**config.mk**
```make
export PLATFORM = sky130hd
export DESIGN_NAME = uart_tx_framed_flat
export DESIGN_NICKNAME = d
export VERILOG_FILES = /design/src/rtl/uart_tx_framed_if.sv /design/src/rtl/uart_tx_framed.sv /design/src/flat_wrapper.sv
export SDC_FILE = /design/constraint.sdc
export NUM_CORES = 1
export LEC_CHECK = 0
export CAP_MARGIN = 0
export CORE_ASPECT_RATIO = 0.5
export CORE_MARGIN = 5
export CORE_UTILIZATION = 53
export DETAILED_ROUTE_END_ITERATION = 12
export GPL_ROUTABILITY_DRIVEN = 1
export MAX_ROUTING_LAYER = met4
export PLACE_DENSITY = 0.76
export SKIP_LAST_GASP = 1
export SLEW_MARGIN = 5
export SYNTH_ARGS = -nofsm -noshare
export SYNTH_HDL_FRONTEND = slang
export SYNTH_SLANG_ARGS = --single-unit
```
**constraint.sdc**
```tcl
create_clock -name clk -period 3.1 [get_ports clk]
set_clock_uncertainty 0.2 [all_clocks]
set_input_delay 0.465 -clock clk [delete_from_list [all_inputs] [get_ports clk]]
set_output_delay 0.465 -clock clk [all_outputs]
set_load 0.02 [all_outputs]
```
**src/rtl/uart_tx_framed_if.sv**
```systemverilog
// Host-side word handshake for uart_tx_framed: a word moves on a clock edge
// where tx_send_i (valid) and tx_avbl_i (ready) are both high.
interface uart_tx_framed_if #(
  parameter int WORD_SIZE = 8
) ();
  logic [WORD_SIZE-1:0] data_send;
  logic                 tx_send_i;
  logic                 tx_avbl_i;

  modport master (output data_send, output tx_send_i, input tx_avbl_i);
  modport slave  (input data_send, input tx_send_i, output tx_avbl_i);
endinterface

```
**src/rtl/uart_tx_framed.sv**
```systemverilog
// Parametrised UART transmitter: word FIFO feeding a framing FSM with
// configurable width, bit order, parity and stop bits; frames go out back-to-back.
module uart_tx_framed #(
  parameter int WORD_SIZE  = 8,
  parameter int CLOCK_FREQ = 100_000_000,
  parameter int BAUD_RATE  = 115200,
  parameter int PARITY     = 0,
  parameter int STOP_BITS  = 1,
  parameter int LSB_FIRST  = 1,
  parameter int FIFO_DEPTH = 4
) (
  input  logic                               clk,
  input  logic                               rst,
  uart_tx_framed_if.slave                    bus,
  output logic                               tx,
  output logic                               tx_busy,
  output logic [$clog2(FIFO_DEPTH+1)-1:0]    fifo_count,
  output logic [2:0]                         dbg_state
);
  localparam int BAUD_LIMIT = CLOCK_FREQ / BAUD_RATE;
  localparam int CW  = $clog2(FIFO_DEPTH + 1);
  localparam int PW  = $clog2(FIFO_DEPTH);
  localparam int BCW = $clog2(STOP_BITS * BAUD_LIMIT);
  localparam int NW  = $clog2(WORD_SIZE);
  localparam logic [BCW-1:0] BIT_END  = BCW'(BAUD_LIMIT - 1);
  localparam logic [BCW-1:0] STOP_END = BCW'(STOP_BITS * BAUD_LIMIT - 1);
  localparam logic [NW-1:0]  LAST_BIT = NW'(WORD_SIZE - 1);

  typedef enum logic [2:0] {S_IDLE, S_START, S_DATA, S_PARITY, S_STOP} state_t;

  state_t               state_q, state_d;
  logic [BCW-1:0]       baud_q, baud_d;
  logic [NW-1:0]        bit_q, bit_d;
  logic [WORD_SIZE-1:0] shift_q, shift_d;
  logic                 par_q, par_d;
  logic                 tx_q, tx_d;
  logic                 avbl_q, avbl_d;
  logic [PW-1:0]        wr_ptr_q, wr_ptr_d, rd_ptr_q, rd_ptr_d;
  logic [CW-1:0]        count_q, count_d;
  logic [WORD_SIZE-1:0] mem_q [FIFO_DEPTH];

  logic                 push, pop, load, bit_done;
  logic [WORD_SIZE-1:0] head, shifted;

  function automatic logic out_bit(input logic [WORD_SIZE-1:0] s);
    return (LSB_FIRST != 0) ? s[0] : s[WORD_SIZE-1];
  endfunction

  assign head     = mem_q[rd_ptr_q];
  assign shifted  = (LSB_FIRST != 0) ? (shift_q >> 1) : (shift_q << 1);
  assign bit_done = (baud_q == BIT_END);
  assign push     = bus.tx_send_i && avbl_q;

  always_comb begin
    state_d = state_q;
    baud_d  = baud_q;
    bit_d   = bit_q;
    shift_d = shift_q;
    par_d   = par_q;
    tx_d    = tx_q;
    load    = 1'b0;
    pop     = 1'b0;
    case (state_q)
      S_IDLE: begin
        tx_d = 1'b1;
        load = (count_q != '0);
      end
      S_START: begin
        if (bit_done) begin
          state_d = S_DATA;
          baud_d  = '0;
          bit_d   = '0;
          tx_d    = out_bit(shift_q);
        end else begin
          baud_d = baud_q + BCW'(1);
        end
      end
      S_DATA: begin
        if (bit_done) begin
          baud_d = '0;
          if (bit_q == LAST_BIT) begin
            state_d = (PARITY != 0) ? S_PARITY : S_STOP;
            tx_d    = (PARITY != 0) ? par_q : 1'b1;
          end else begin
            bit_d   = bit_q + NW'(1);
            shift_d = shifted;
            tx_d    = out_bit(shifted);
          end
        end else begin
          baud_d = baud_q + BCW'(1);
        end
      end
      S_PARITY: begin
        if (bit_done) begin
          state_d = S_STOP;
          baud_d  = '0;
          tx_d    = 1'b1;
        end else begin
          baud_d = baud_q + BCW'(1);
        end
      end
      S_STOP: begin
        if (baud_q == STOP_END) begin
          // A queued word starts its frame on the very next cycle.
          load    = (count_q != '0);
          state_d = S_IDLE;
          baud_d  = '0;
          tx_d    = 1'b1;
        end else begin
          baud_d = baud_q + BCW'(1);
        end
      end
      default: state_d = S_IDLE;
    endcase

    if (load) begin
      pop     = 1'b1;
      shift_d = head;
      par_d   = (^head) ^ (PARITY == 1);
      state_d = S_START;
      baud_d  = '0;
      tx_d    = 1'b0;
    end
  end

  always_comb begin
    wr_ptr_d = push ? wr_ptr_q + PW'(1) : wr_ptr_q;
    rd_ptr_d = pop  ? rd_ptr_q + PW'(1) : rd_ptr_q;
    count_d  = count_q + CW'(push) - CW'(pop);
    avbl_d   = (count_d < CW'(FIFO_DEPTH));
  end

  always_ff @(posedge clk or posedge rst) begin
    if (rst) begin
      state_q  <= S_IDLE;
      baud_q   <= '0;
      bit_q    <= '0;
      shift_q  <= '0;
      par_q    <= 1'b0;
      tx_q     <= 1'b1;
      avbl_q   <= 1'b0;
      wr_ptr_q <= '0;
      rd_ptr_q <= '0;
      count_q  <= '0;
    end else begin
      state_q  <= state_d;
      baud_q   <= baud_d;
      bit_q    <= bit_d;
      shift_q  <= shift_d;
      par_q    <= par_d;
      tx_q     <= tx_d;
      avbl_q   <= avbl_d;
      wr_ptr_q <= wr_ptr_d;
      rd_ptr_q <= rd_ptr_d;
      count_q  <= count_d;
    end
  end

  // Storage needs no reset: the pointers and count define what is valid.
  always_ff @(posedge clk) begin
    if (push) mem_q[wr_ptr_q] <= bus.data_send;
  end

  assign tx            = tx_q;
  assign tx_busy       = (state_q != S_IDLE);
  assign fifo_count    = count_q;
  assign bus.tx_avbl_i = avbl_q;
  assign dbg_state     = state_q;
endmodule
```
**src/flat_wrapper.sv**
```systemverilog
// flat-port wrapper written by rule: the top's interface ports become plain ports
module uart_tx_framed_flat 
#(
  parameter int WORD_SIZE  = 8,
  parameter int CLOCK_FREQ = 100_000_000,
  parameter int BAUD_RATE  = 115200,
  parameter int PARITY     = 0,
  parameter int STOP_BITS  = 1,
  parameter int LSB_FIRST  = 1,
  parameter int FIFO_DEPTH = 4
)
  (clk, rst, tx, tx_busy, fifo_count, dbg_state, bus_data_send, bus_tx_send_i, bus_tx_avbl_i);
  uart_tx_framed_if #(.WORD_SIZE(WORD_SIZE)) bus_i ();
  input  logic clk;
  input  logic rst;
  output logic tx;
  output logic tx_busy;
  output logic [$clog2(FIFO_DEPTH+1)-1:0] fifo_count;
  output logic [2:0] dbg_state;
  input wire logic [$bits(bus_i.data_send)-1:0] bus_data_send;
  input wire logic [$bits(bus_i.tx_send_i)-1:0] bus_tx_send_i;
  output wire logic [$bits(bus_i.tx_avbl_i)-1:0] bus_tx_avbl_i;
  assign bus_i.data_send = bus_data_send;
  assign bus_i.tx_send_i = bus_tx_send_i;
  assign bus_tx_avbl_i = bus_i.tx_avbl_i;
  uart_tx_framed #(.WORD_SIZE(WORD_SIZE), .CLOCK_FREQ(CLOCK_FREQ), .BAUD_RATE(BAUD_RATE), .PARITY(PARITY), .STOP_BITS(STOP_BITS), .LSB_FIRST(LSB_FIRST), .FIFO_DEPTH(FIFO_DEPTH)) u_core (.clk(clk), .rst(rst), .bus(bus_i), .tx(tx), .tx_busy(tx_busy), .fifo_count(fifo_count), .dbg_state(dbg_state));
endmodule
```
==> results.yml, run 1 <==
status:
  status: "finished clean"
finish:
  syn_to_final_growth_pct: 18.2
  layout-drive-gt1-share_pct: 22.0
  diodes: 0
  postLayoutCellArea_sq_um: 3700
  mostFrequentLayoutCell: "edfxtp_1"
  stdcell_count: 328
  nets: 271
  mostFrequentLayoutCells: "edfxtp_1, dfrtp_1, clkdlybuf4s50_1"
  nFillCells: 386
place:
  hpwl_um: 3760
  placement.io_buffers: 19
  placed_area_sq_um: 3380
  place_ws_ps: 186
  place_inst: 311
  gp_congestion: 0.811
critical_path:
  start_kind: "flip-flop"
  crit_top_cell: "inv_1"
  slowest_stage: "dfrtp_1"
  crit_start: "u_core.baud_q[7]$_DFFE_PP0P_"
  r2r_end: "u_core.fifo_count[2]$_DFF_PP0_"
  ff2ff_setup_slack_ps: 240
  worstPathArrival_ps: 2870
  critical_path.max_fanout: 5
  critPathBufInv: 4
  r2r_cells: 12
  path_depth: 12
  crit_chain: "and4bb_2, nand3_2, a211o_1, inv_1, ha_1, inv_1, ha_1, inv_1, fa_1, xnor2_1, xor2_1, inv_1"
  slowest_delay_ps: 410
  worstSetupEndpointType: "flip-flop"
  cp-endpoint: "u_core.fifo_count[2]$_DFF_PP0_"
  worstPathRequired_ps: 3110
  crit_family: "adder cells"
  criticalPathCategory: "reg2reg"
  rr_startpoint: "u_core.baud_q[7]$_DFFE_PP0P_"
cts:
  cts.path.max_buffers: 2
  insertion_delay_ps: 320
  cts_num_sinks: 65
  cts_buffers: 9
  htree_levels: 3
  cts-root-buf: "clkbuf_16"
  clkTransAtPathRegs_ps: 50
  cts-hold-fix-buffers: 0
  cts_tree: "built"
grt:
  grt_pass1_vias: 1956
  antenna_found_initial: 0
  grt_max_degree: 34
  grt_pass1_wl_um: 9400
  grt_overflow: 0
  grt_usage_pct: 16.5
floorplan:
  row_count: 19
  die_area_sq_um: 7640
  start_util_pct: 55.8
  dieWidth_um: 119
  die_y_um: 64.4
  io_pins: 20
  core_sq_um: 5610
synthesis:
  seq_area_frac_synth_pct: 57.1
  synth-edff-count: 32
  netlist_area_sq_um: 3130
  ys.flop_type: "edfxtp_1"
  async_flop_share_pct: 50.8
  syn_area_per_cell_sq_um: 14.0
  syn_inst: 224
  ys_types: 50
  synthesis.nets: 245
  synth_seq_cells: 65
  ys_warn_count: 0
route:
  vias_per_cell: 5.71
  drc: 0
  vias: 1873
  firstDrtPassIters: 4
  routedWlPerCell_um: 16.8
  ant_nets: 0
  totalWireLength_um: 5510
  drt_iter0_markers: 141
timing:
  finalHoldViolations: 0
  setup_tns_ps: 0
  worst_pin_slew_ps: 768
  period_share_pct: 92.3
  setup_viol: 0
  rsz0062_at_grt: "false"
  max-slew-margin-rel_pct: 48.8
  slew_viol_final: 0
  timing.final.ws_setup_ps: 239
  finalCriticalPeriod_ps: 2860
  fmax_ghz: 0.349
flow_run:
  cap_violations: 0
power:
  pwr_density_cell_nw_per_um2: 893
  cellLeakagePower_nw: 1.49
  peakVddDrop_uv: 344
hold_path:
  hold_class: "reg2reg"
  hold_depth: 2
-- sequential cells by signal, indices dropped and copies added, names as in the netlist --
signal / flops
u_core.fifo_count: 3
u_core.bit_q: 3
u_core.rd_ptr_q: 2
u_core.bus.tx_avbl_i: 1
u_core.tx: 1
u_core.dbg_state: 3
u_core.mem_q: 32
u_core.wr_ptr_q: 2
u_core.shift_q: 8
u_core.baud_q: 10
-- routing by layer --
layer	GRT usage, %	up-vias	wire length [um]
met5	-	-	0
met4	7.79	0	89
met3	5.46	9	314
met2	25.7	51	2660
met1	19.6	918	2440
li1	-	895	-
-- Yosys cell counts, types with 2 or more instances --
master | number | area, sq um
dfrtp_1 | 32 | 801
mux2_4 | 6 | 90.1
mux2_2 | 6 | 67.6
or4_1 | 4 | 30.0
or3_1 | 3 | 18.8
edfxtp_1 | 32 | 961
buf_6 | 5 | 56.3
inv_1 | 13 | 48.8
a21oi_1 | 10 | 50.1
nand2_1 | 12 | 45.0
xnor2_1 | 3 | 26.3
nor2_1 | 9 | 33.8
clkbuf_1 | 2 | 7.51
o21ai_0 | 6 | 30.0
and3_1 | 6 | 37.5
o31ai_1 | 7 | 52.6
o211ai_1 | 3 | 22.5
nand3_1 | 3 | 15.0
mux2_1 | 2 | 22.5
nand2b_1 | 3 | 18.8
mux4_2 | 9 | 203
xor2_1 | 4 | 35.0
nand4_1 | 3 | 18.8
buf_2 | 6 | 30.0
ha_1 | 9 | 113
o32ai_1 | 2 | 17.5
-- worst min path at each step --
stage | to | slack, ps | from
global placement | u_core.bit_q[1]$_DFFE_PP0P_ | 290 | u_core.bit_q[1]$_DFFE_PP0P_
detailed placement | u_core.bit_q[1]$_DFFE_PP0P_ | 310 | u_core.bit_q[1]$_DFFE_PP0P_
finish | u_core.bit_q[1]$_DFFE_PP0P_ | 320 | u_core.bit_q[1]$_DFFE_PP0P_
floorplan | u_core.bit_q[1]$_DFFE_PP0P_ | 280 | u_core.bit_q[1]$_DFFE_PP0P_
CTS | u_core.bit_q[1]$_DFFE_PP0P_ | 320 | u_core.bit_q[1]$_DFFE_PP0P_
global route | u_core.bit_q[0]$_DFFE_PP0P_ | 340 | u_core.bit_q[0]$_DFFE_PP0P_
-- worst register-to-register path, cell delays in order, from the launching register on --
cell	delay, ps
dfrtp_1	410
and4bb_2	400
nand3_2	100
a211o_1	320
inv_1	60
ha_1	210
inv_1	60
ha_1	130
inv_1	50
fa_1	370
xnor2_1	180
xor2_1	190
inv_1	70
-- layout make-up --
type,instances,area (sq um),area share (%)
sequential,65,1790,48.3
timing repair buffer,28,258,6.96
clock buffer,11,233,6.29
inverter,13,48.8,1.32
clock inverter,5,80.1,2.16
tap,73,91.3,2.47
multi-input combinational,133,1200,32.5
-- stage by stage --
stage | util, % | power, mW | hold WS (ps)
after detailed placement | 60.2 | 2.27 | 312
after global placement | 60.2 | 2.21 | 290
final | 66.0 | 3.31 | 316
after floorplan | - | 1.99 | 275
after global routing | 66.0 | 3.50 | 341
after CTS | 65.8 | 3.33 | 322
-- where the power goes --
part           internal, mW  total (mW)  switching (mW)
combinational         0.487       0.917           0.430
sequential             1.14        1.34           0.207
clock                 0.702        1.05           0.344
-- cells by family (layout without fill, tap and decap cells) --
group	Yosys count	count (layout)	share of synthesized area, %
adder cells (fa/ha/maj)	11	11	4.55
buffers and inverters	26	57	4.55
multiplexers	24	24	12.5
AO/OA/AOI/OAI	37	37	8.11
AND/OR/NAND/NOR	54	54	11.2
XOR/XNOR	7	7	1.96
flip-flops	65	65	57.1
-- timing repair --
item,4_1_cts,5_1_grt
buffers inserted,0,1
resized for setup,0,1
endpoints found under the setup margin,0,1
Power figures use the tool's default switching activity.
==> run 2, diff against run 1 <==
- CORE_MARGIN: 5 -> 3
==> results.yml, run 2 (same netlist as run 1, synthesis figures left out) <==
timing:
  fmax_ghz: 0.341
  period_share_pct: 94.7
  worst_pin_slew_ps: 817
  timing.final.ws_setup_ps: 165
  finalCriticalPeriod_ps: 2940
  setup_viol: 0
  setup_tns_ps: 0
  holdWs_ps: 327
  slew_viol_final: 0
  max-slew-margin-rel_pct: 45.5
  finalHoldViolations: 0
route:
  top_layer_used: "met4"
  vias: 1899
  wl_met3_um: 255
  ant_nets: 0
  drt_iter0_markers: 95
  met1_length_um: 2580
  wl_met2_um: 2920
  totalWireLength_um: 5830
  routedWlPerCell_um: 17.7
  drc: 0
  firstDrtPassIters: 4
  vias_per_cell: 5.77
power:
  power_mw: 3.22
  power_frac_comb_pct: 29.8
  pwr_density_cell_nw_per_um2: 874
  cellLeakagePower_nw: 1.49
  peakVddDrop_uv: 562
  switching_share_pct: 32.1
  p_int_mw: 2.18
  clkPwrFrac_pct: 28.1
  switchingPower_mw: 1.03
  power_frac_seq_pct: 42.1
finish:
  reg.largest.list: "u_core.mem_q: 32 flops, u_core.baud_q: 10 flops, u_core.shift_q: 8 flops"
  postLayoutCellArea_sq_um: 3680
  largest_reg_flops: 32
  syn_to_final_growth_pct: 17.5
  fin_util_pct: 65.9
  top_register: "u_core.mem_q"
  diodes: 0
  nets: 272
  layout-drive-gt1-share_pct: 23.4
  mostFrequentLayoutCells: "dfrtp_1, edfxtp_1, clkdlybuf4s50_1"
  nFillCells: 382
  stdcell_count: 329
place:
  place_ws_ps: 149
  placement.io_buffers: 19
  place_inst: 311
  gp_congestion: 0.812
  hpwl_um: 4000
  placed_area_sq_um: 3380
critical_path:
  start_kind: "flip-flop"
  crit_top_cell: "inv_1"
  r2r_cells: 13
  rr_startpoint: "u_core.baud_q[0]$_DFFE_PP0P_"
  criticalPathCategory: "reg2reg"
  worstPathRequired_ps: 3110
  crit_chain: "ha_1, nor3b_4, nand3_2, a211o_1, inv_1, ha_1, inv_1, ha_1, inv_1, fa_1, xnor2_2, xor2_2, inv_1"
  worstSetupEndpointType: "flip-flop"
  worstPathArrival_ps: 2940
  ff2ff_setup_slack_ps: 160
  slowest_delay_ps: 410
  slowest_stage: "dfrtp_1"
  critical_path.max_fanout: 5
  r2r_end: "u_core.fifo_count[2]$_DFF_PP0_"
cts:
  clkTransAtPathRegs_ps: 50
  cts_buffers: 9
  cts_tree: "built"
  htree_levels: 3
  insertion_delay_ps: 320
  cts_num_sinks: 65
  cts-root-buf: "clkbuf_16"
  cts.path.max_buffers: 2
grt:
  grt_pass1_vias: 1896
  grt_pass1_wl_um: 9630
  grt_usage_pct: 19.4
  grt_overflow: 0
  grt_max_degree: 34
  antenna_found_initial: 0
floorplan:
  start_util_pct: 56.1
  core_sq_um: 5590
  die_y_um: 60.4
  dieWidth_um: 115
  die_area_sq_um: 6920
  io_pins: 20
  row_count: 19
flow_run:
  cap_violations: 0
hold_path:
  hold_class: "reg2reg"
  hold_depth: 1
  min_to: "u_core.bit_q[0]$_DFFE_PP0P_"
  worstHoldStart: "u_core.bit_q[0]$_DFFE_PP0P_"
status:
  status: "finished clean"
run 2: final cells by class:
type	count	area [sq um]	area share, %
Clock buffer	9	225	6.12
Timing Repair Buffer	29	265	7.21
Inverter	13	48.8	1.33
Sequential cell	65	1790	48.6
Tap cell	73	91.3	2.48
Multi-Input combinational cell	133	1220	33.0
Clock inverter	7	46.3	1.26
run 2: how the worst max path moves through the flow:
stage,end,slack (ps),start,depth (start not counted)
global placement,u_core.fifo_count[2]$_DFF_PP0_,290,u_core.baud_q[1]$_DFFE_PP0P_,13
finish,u_core.fifo_count[2]$_DFF_PP0_,160,u_core.baud_q[0]$_DFFE_PP0P_,13
floorplan,u_core.fifo_count[2]$_DFF_PP0_,50,u_core.baud_q[1]$_DFFE_PP0P_,14
CTS,u_core.fifo_count[2]$_DFF_PP0_,160,u_core.baud_q[1]$_DFFE_PP0P_,13
detailed placement,u_core.fifo_count[2]$_DFF_PP0_,150,u_core.baud_q[1]$_DFFE_PP0P_,13
global route,u_core.fifo_count[2]$_DFF_PP0_,-60,u_core.baud_q[0]$_DFFE_PP0P_,13
run 2: repair_timing:
action                                  4_1_cts  5_1_grt
resized for setup                             0        2
endpoints found under the setup margin        0        2
hold buffers                                  0        0
buffers inserted                              0        2
run 2: worst max-delay path, delay by kind of cell, from the launching register on:
family | cells | cell delay (ps)
adder cells (fa/ha/maj) | 4 | 950
flip-flops | 1 | 410
XOR/XNOR | 2 | 370
AND/OR/NAND/NOR | 2 | 330
AO/OA/AOI/OAI | 1 | 330
buffers and inverters | 4 | 240
run 2: routing by layer:
metal	GRT usage [%]	vias up
met5	-	-
met4	7.02	0
met3	5.48	7
met2	31.6	44
met1	23.6	955
li1	-	893
run 2: power groups by stage:
| stage | clock, mW | sequential [mW] | combinational [mW] |
|---|---|---|---|
| after floorplan | 0 | 1.30 | 0.688 |
| after global placement | 0 | 1.35 | 0.860 |
| after detailed placement | 0 | 1.37 | 0.915 |
| after CTS | 0.918 | 1.36 | 0.920 |
| after global routing | 0.965 | 1.39 | 1.05 |
| final | 0.902 | 1.36 | 0.958 |
